$ cat config.mk
export PLATFORM = sky130hd
export DESIGN_NAME = irq_prio_ctrl
export DESIGN_NICKNAME = d
export VERILOG_FILES = /design/src/rtl/irq_prio_ctrl_pkg.sv /design/src/rtl/irq_prio_ctrl_arb.sv /design/src/rtl/irq_prio_ctrl.sv
export SDC_FILE = /design/constraint.sdc
export NUM_CORES = 1
export LEC_CHECK = 0
export CAP_MARGIN = 20
export CORE_MARGIN = 1
export CORE_UTILIZATION = 47
export CTS_BUF_LIST = sky130_fd_sc_hd__clkbuf_8
export CTS_CLUSTER_DIAMETER = 200
export DETAILED_ROUTE_END_ITERATION = 6
export DONT_BUFFER_PORTS = 1
export SYNTH_ARGS = -nofsm -noshare
export SYNTH_HDL_FRONTEND = slang
export SYNTH_HIERARCHICAL = 1
export SYNTH_SLANG_ARGS = --single-unit
$ cat constraint.sdc
create_clock -name clk -period 73.8 [get_ports clk]
set_clock_uncertainty 0.05 [all_clocks]
set_input_delay 7.38 -clock clk [delete_from_list [all_inputs] [get_ports clk]]
set_output_delay 7.38 -clock clk [all_outputs]
set_load 0.005 [all_outputs]
$ cat src/rtl/irq_prio_ctrl_pkg.sv
// Shared types and helpers for the interrupt priority controller.
package carbon_irq_pkg;

    // Presentation FSM: idle, or holding one vector for the sink.
    typedef enum logic [0:0] {
        IrqIdle,
        IrqPresent
    } irq_state_e;

    // Width of a vector index for n sources; never narrower than one bit.
    function automatic int unsigned vec_w(input int unsigned n);
        return (n <= 1) ? 1 : $clog2(n);
    endfunction

endpackage

$ cat src/rtl/irq_prio_ctrl_arb.sv
// Combinational N-way arbiter: highest priority wins, ties go to the lowest index.
module irq_prio_arb
    import carbon_irq_pkg::*;
#(
    parameter int unsigned N      = 32,
    parameter int unsigned PRIO_W = 2,
    localparam int unsigned VEC_W = vec_w(N)
) (
    input  logic [N-1:0]        req,
    input  logic [N*PRIO_W-1:0] prio,
    output logic                any,
    output logic [VEC_W-1:0]    idx,
    output logic [PRIO_W-1:0]   win_prio
);

    // Ascending scan with strict '>' keeps the lowest index on equal priority.
    always_comb begin
        any      = 1'b0;
        idx      = '0;
        win_prio = '0;
        for (int i = 0; i < int'(N); i++) begin
            if (req[i] && (!any || (prio[i*PRIO_W +: PRIO_W] > win_prio))) begin
                any      = 1'b1;
                idx      = VEC_W'(i);
                win_prio = prio[i*PRIO_W +: PRIO_W];
            end
        end
    end

endmodule

$ cat src/rtl/irq_prio_ctrl.sv
// Interrupt controller: samples raw sources, keeps a pending bitmap (edge or level per source)
// and presents one masked, priority-arbitrated vector at a time to the interrupt sink.
module irq_prio_ctrl
    import carbon_irq_pkg::*;
#(
    parameter int unsigned N      = 32,
    parameter int unsigned PRIO_W = 2,
    localparam int unsigned VEC_W = vec_w(N)
) (
    input  logic                clk,
    input  logic                rst_n,
    input  logic [N-1:0]        src_irq,
    input  logic [N-1:0]        cfg_edge,
    input  logic [N-1:0]        cfg_mask,
    input  logic [N*PRIO_W-1:0] cfg_prio,
    output logic                irq_valid,
    output logic [VEC_W-1:0]    irq_vector,
    output logic [PRIO_W-1:0]   irq_prio,
    output logic [N-1:0]        irq_pending,
    input  logic                irq_ack,
    input  logic [VEC_W-1:0]    irq_ack_vector,
    output logic                ack_err
);

    logic [N-1:0]      src_q, prev_q;
    logic [N-1:0]      pend_q, pend_d;
    irq_state_e        state_q, state_d;
    logic              valid_q, valid_d;
    logic [VEC_W-1:0]  vec_q, vec_d;
    logic [PRIO_W-1:0] prio_q, prio_d;
    logic              ack_err_q, ack_err_d;

    logic              arb_any;
    logic [VEC_W-1:0]  arb_idx;
    logic [PRIO_W-1:0] arb_prio;

    logic [N-1:0]      vec_onehot;
    logic              ack_ok;
    logic              withdraw;

    irq_prio_arb #(
        .N      (N),
        .PRIO_W (PRIO_W)
    ) u_arb (
        .req      (pend_q & cfg_mask),
        .prio     (cfg_prio),
        .any      (arb_any),
        .idx      (arb_idx),
        .win_prio (arb_prio)
    );

    // Decode the presented vector so pend bits can be tested/cleared without a variable index.
    always_comb begin
        vec_onehot = '0;
        for (int i = 0; i < int'(N); i++) begin
            vec_onehot[i] = (vec_q == VEC_W'(i));
        end
    end

    // Accepted ack and withdraw conditions, both only meaningful while presenting.
    always_comb begin
        ack_ok    = (state_q == IrqPresent) && irq_ack && (irq_ack_vector == vec_q);
        withdraw  = (state_q == IrqPresent) && ((pend_q & cfg_mask & vec_onehot) == '0);
        // Any ack that is not accepted is an error and changes no state.
        ack_err_d = irq_ack && !ack_ok;
    end

    // Pending update: level bits follow the sampled source; edge bits latch, set beats clear.
    always_comb begin
        logic [N-1:0] clr;
        clr    = ack_ok ? vec_onehot : '0;
        pend_d = (cfg_edge & ((src_q & ~prev_q) | (pend_q & ~clr)))
               | (~cfg_edge & src_q);
    end

    // Presentation FSM next-state; the held vector is never preempted.
    always_comb begin
        state_d = state_q;
        valid_d = valid_q;
        vec_d   = vec_q;
        prio_d  = prio_q;
        unique case (state_q)
            IrqIdle: begin
                if (arb_any) begin
                    state_d = IrqPresent;
                    valid_d = 1'b1;
                    vec_d   = arb_idx;
                    prio_d  = arb_prio;
                end
            end
            IrqPresent: begin
                if (ack_ok || withdraw) begin
                    state_d = IrqIdle;
                    valid_d = 1'b0;
                end
            end
        endcase
    end

    // State and output registers with asynchronous clear.
    always_ff @(posedge clk or negedge rst_n) begin
        if (!rst_n) begin
            src_q     <= '0;
            prev_q    <= '0;
            pend_q    <= '0;
            state_q   <= IrqIdle;
            valid_q   <= 1'b0;
            vec_q     <= '0;
            prio_q    <= '0;
            ack_err_q <= 1'b0;
        end else begin
            src_q     <= src_irq;
            prev_q    <= src_q;
            pend_q    <= pend_d;
            state_q   <= state_d;
            valid_q   <= valid_d;
            vec_q     <= vec_d;
            prio_q    <= prio_d;
            ack_err_q <= ack_err_d;
        end
    end

    assign irq_valid   = valid_q;
    assign irq_vector  = vec_q;
    assign irq_prio    = prio_q;
    assign irq_pending = pend_q;
    assign ack_err     = ack_err_q;

`ifdef CARBON_ENABLE_SVA
    // Presented vector/priority hold until the presentation ends.
    a_stable: assert property (@(posedge clk) disable iff (!rst_n)
        (irq_valid && !ack_ok && !withdraw) |=> ($stable(irq_vector) && $stable(irq_prio)));

    // A presented vector was pending on the cycle that led to it being shown.
    a_pend: assert property (@(posedge clk) disable iff (!rst_n)
        irq_valid |-> (($past(pend_q) & vec_onehot) != '0));
`endif

endmodule
==> reports/metrics.yaml <==
status:
  status: "completed"
die:
  floorplan.die_area_um2: 16000
  placement_rows: 45
  io-pin-count: 209
  die_width_um: 126
  initial_core_util: 0.480
  die_span_in_y_um: 126
  core_area_um2: 15100
clock_network:
  ctsHoldBuffers: 0
  clkSlewWorstSetupHoldPaths_ns: 0.10
  cts_max_path_buffers: 2
  cts.root.buffer_cell: "sky130_fd_sc_hd__clkbuf_8"
  clock_tree.htree_level_count: 3
  clk_latency_ns: 0.36
  cts_setup_buffers: 0
  tritoncts_num_sinks: 106
  cts_resized: 0
  cts_tree: "done"
  cts_inserted_buffers: 9
power:
  static_leakage_nw: 3.21
  internal_power_mw: 0.133
  gate_power_share: 0.540
  clock_power_share: 0.142
  powerDensity_nw_per_um2: 31.2
  vdd.ir_drop.worst_mv: 0.0179
  power_frac_seq: 0.318
  net_sw_frac: 0.439
  p_sw_mw: 0.104
routing:
  dr_total_vias: 6612
  post-route-drc-count: 0
  initialDrtViolationCount: 609
  wl_mm: 22.1
  wl_per_cell_um: 21.7
  dr.pass1.iters: 7
  number_of_nets_with_antenna_violations_after_routing: 0
  post_drt_via_cell_ratio: 6.49
placement:
  half_perimeter_wire_length_after_placement_mm: 17.7
  dp.cells: 1004
  placement.io_buffers: 0
  place_ws_ns: 24.29
  gp_congestion: 0.935
timing:
  setup_tns_ns: 0
  setup_repair_after_global_routing_missed_its_margin: "false"
  finalHoldViolCount: 0
  final_critical_path_setup_slack_ns: 23.77
  slew_headroom: 0.370
  worstMarginPinSlew_ns: 0.936
  final.period_utilization: 0.678
  max_clock_freq_ghz: 0.0200
  max_slew_violations: 0
  min_period_ns: 50.03
  setup_viol_count_final: 0
synth:
  netlist_top_cells_area: "sky130_fd_sc_hd__dfrtp_1 36%, sky130_fd_sc_hd__nand2_1 6.7%, sky130_fd_sc_hd__ha_1 6.5%, sky130_fd_sc_hd__a32o_1 4.7%, sky130_fd_sc_hd__nor2_1 3.7%"
  ys.flop_type: "sky130_fd_sc_hd__dfrtp_1"
  post_synth_edffs: 0
  synth_top_area_frac: 0.365
  synth.cell_area_um2: 7280
  synth_async_sr_flop_share: 1.00
  synthDistinctLibCells: 81
  synthesized_flop_and_latch_total: 106
  yosysTopAreaCell: "sky130_fd_sc_hd__dfrtp_1"
  synth-seq-area-share: 0.365
  synth_simple_gate_area_share: 0.241
  postSynthNetCount: 1037
  post_synth_fa_ha_maj_area_fraction: 0.0695
  compound_cell_area_share_of_the_yosys_netlist: 0.246
  netlist_instances: 831
  synth_area_per_cell_um2: 8.76
  yosysWarnings: 6
  synth_top_family_by_area: "compound AO/OA/AOI/OAI gates"
  synth_xor_xnor_area_share: 0.00602
  synth.mux.area_fraction: 0.0325
worst_setup_path:
  cp_max_delay_cell: "sky130_fd_sc_hd__o41ai_1"
  crit_path_max_fanout: 11
  worstSetupStartpointType: "input port"
  path_class: "input port to flip-flop"
  worstPathArrival_ns: 50.24
  worst-endpoint-required_ns: 74.01
  cp-end-kind: "flip-flop"
  slowest_delay_ns: 0.77
  most_used_cell_cp: "sky130_fd_sc_hd__nor2_1"
cells_and_area:
  multi_input_area_um2: 4330
  regArea_um2: 2650
  diodes: 0
  post_route_cells_drive_above_1_share: 0.0746
  final_cells: 1019
  layout-area-overhead-vs-synth_pct: 4.63
  fin_nets: 1033
  num-fill-cells: 1418
flow_run:
  max-cap-violations: 0
global_route:
  global_route.usage.total: 0.275
  gr-usage-met2: 0.456
  initial_antenna_violation_count: 0
  global_route.peak_usage_layer: "met2"
  grt_util_met3: 0.0531
  pin_count_of_the_biggest_net_entering_global_routing: 107
  grt_pass1_vias: 6499
  groute.layer.met1.usage: 0.364
  global_route_wire_length_before_repair_mm: 34.1
  grt_overflow: 0
hold_path:
  holdCritPathClass: "flip-flop to flip-flop"
Yosys cell counts, drive strengths merged, types with 9 or more instances:
cell	count
and2	39
a21o	10
buf	11
nand3	30
o211ai	14
nand2	131
o31ai	9
o21ai	39
nor2	75
ha	38
nor3	20
nand4	9
nor2b	10
inv	51
mux2	17
dfrtp	106
a31oi	10
a32o	34
nand2b	9
a21oi	30
power by group through the flow:
stage               Combinational (mW)  Sequential [mW]  Clock (mW)
CTS                              0.126           0.0755      0.0348
global route                     0.143           0.0765      0.0365
detailed placement               0.126           0.0767           0
finish                           0.128           0.0756      0.0338
global placement                 0.122           0.0764           0
floorplan                        0.104           0.0690           0
logic make-up after synthesis:
group,after synthesis
compound gates,231
mux,20
buf+inv,68
fa+ha+maj,41
simple gates,360
flops,106
xor+xnor,5
per-layer routing:
metal  vias to the layer above  routed length (um)
li1                       3064                   -
met1                      3190                9300
met2                       328               10400
met3                        30                1890
met4                         0                 465
met5                         -                   0
placed cells by master, fill, tap and decap left out, types with 4 or more instances in the layout:
cell                        Yosys  layout
sky130_fd_sc_hd__nand3_1       30      30
sky130_fd_sc_hd__a21o_1        10      10
sky130_fd_sc_hd__o2111ai_1      8       8
sky130_fd_sc_hd__o21ai_0       37      37
sky130_fd_sc_hd__a22oi_1        8       8
sky130_fd_sc_hd__clkbuf_8       0       9
sky130_fd_sc_hd__inv_1         50      52
sky130_fd_sc_hd__o211ai_1      13      13
sky130_fd_sc_hd__mux2_4         4       4
sky130_fd_sc_hd__a21oi_1       30      30
sky130_fd_sc_hd__o21a_1         6       6
sky130_fd_sc_hd__nand3b_1       4       4
sky130_fd_sc_hd__nand2_1      130     130
sky130_fd_sc_hd__o31ai_1        9       9
sky130_fd_sc_hd__and2_1        39      39
sky130_fd_sc_hd__mux2_2        13      13
sky130_fd_sc_hd__nand4_1        8       8
sky130_fd_sc_hd__o22ai_1        5       5
sky130_fd_sc_hd__or3_1          7       7
sky130_fd_sc_hd__nor2b_1       10      10
sky130_fd_sc_hd__xor2_1         4       4
sky130_fd_sc_hd__nand4b_1       4       4
sky130_fd_sc_hd__or2_2          7       7
sky130_fd_sc_hd__a221oi_1       6       6
sky130_fd_sc_hd__a31oi_1       10      10
sky130_fd_sc_hd__ha_1          38      38
sky130_fd_sc_hd__nor3_1        19      19
sky130_fd_sc_hd__dfrtp_1      106     106
sky130_fd_sc_hd__nand2b_1       9       9
sky130_fd_sc_hd__nor4_1         4       4
sky130_fd_sc_hd__a211oi_1       6       6
sky130_fd_sc_hd__a32o_1        34      34
sky130_fd_sc_hd__nor2_1        71      71
sky130_fd_sc_hd__o41ai_1        6       6
area by class of cell:
cell class / count / area share
multi-input combinational: 657 / 0.569
sequential: 106 / 0.348
tap: 188 / 0.0309
inverter: 51 / 0.0251
clock buffer: 9 / 0.0163
clock inverter: 6 / 0.00805
timing repair buffer: 2 / 0.00197
path summary, 6_finish.rpt:
| path | start | to | slack [ns] | cells past startpoint |
|---|---|---|---|---|
| setup reg to reg | irq_pending[0] | irq_vector[3] | 30.33 | 210 |
| hold / removal | src_q[18] | prev_q[18] | 0.33 | 0 |
| hold reg to reg | src_q[18] | prev_q[18] | 0.33 | 0 |
| max in group asynchronous | rst_n | src_q[5] | 66.89 | 0 |
| min in group asynchronous | rst_n | prev_q[20] | 6.65 | 0 |
| setup / recovery | cfg_mask[0] | irq_vector[3] | 23.77 | 210 |
per-stage QoR:
stage / area [um^2] / util / hold slack (ns) / power [mW]
after floorplan: 7280 / - / 0.304 / 0.173
after global placement: 7430 / 0.490 / 0.305 / 0.198
after detailed placement: 7430 / 0.490 / 0.310 / 0.202
after CTS: 7610 / 0.503 / 0.329 / 0.237
after global routing: 7610 / 0.503 / 0.335 / 0.256
final: 7610 / 0.503 / 0.330 / 0.238
worst max-delay path: cells and delay by family:
family | cells | cell delay [ns]
AOI/OAI and AO/OA | 85 | 19.50
and+or+nand+nor | 75 | 10.56
adders and majority gates | 32 | 8.41
muxes | 11 | 3.70
buffers and inverters | 7 | 0.56
sequential cells by signal, summed over array words and instances (netlist names):
signal,cells
irq_pending,32
state_q,1
prev_q,32
ack_err,1
irq_valid,1
irq_prio,2
irq_vector,5
src_q,32
Power figures use the tool's default switching activity.
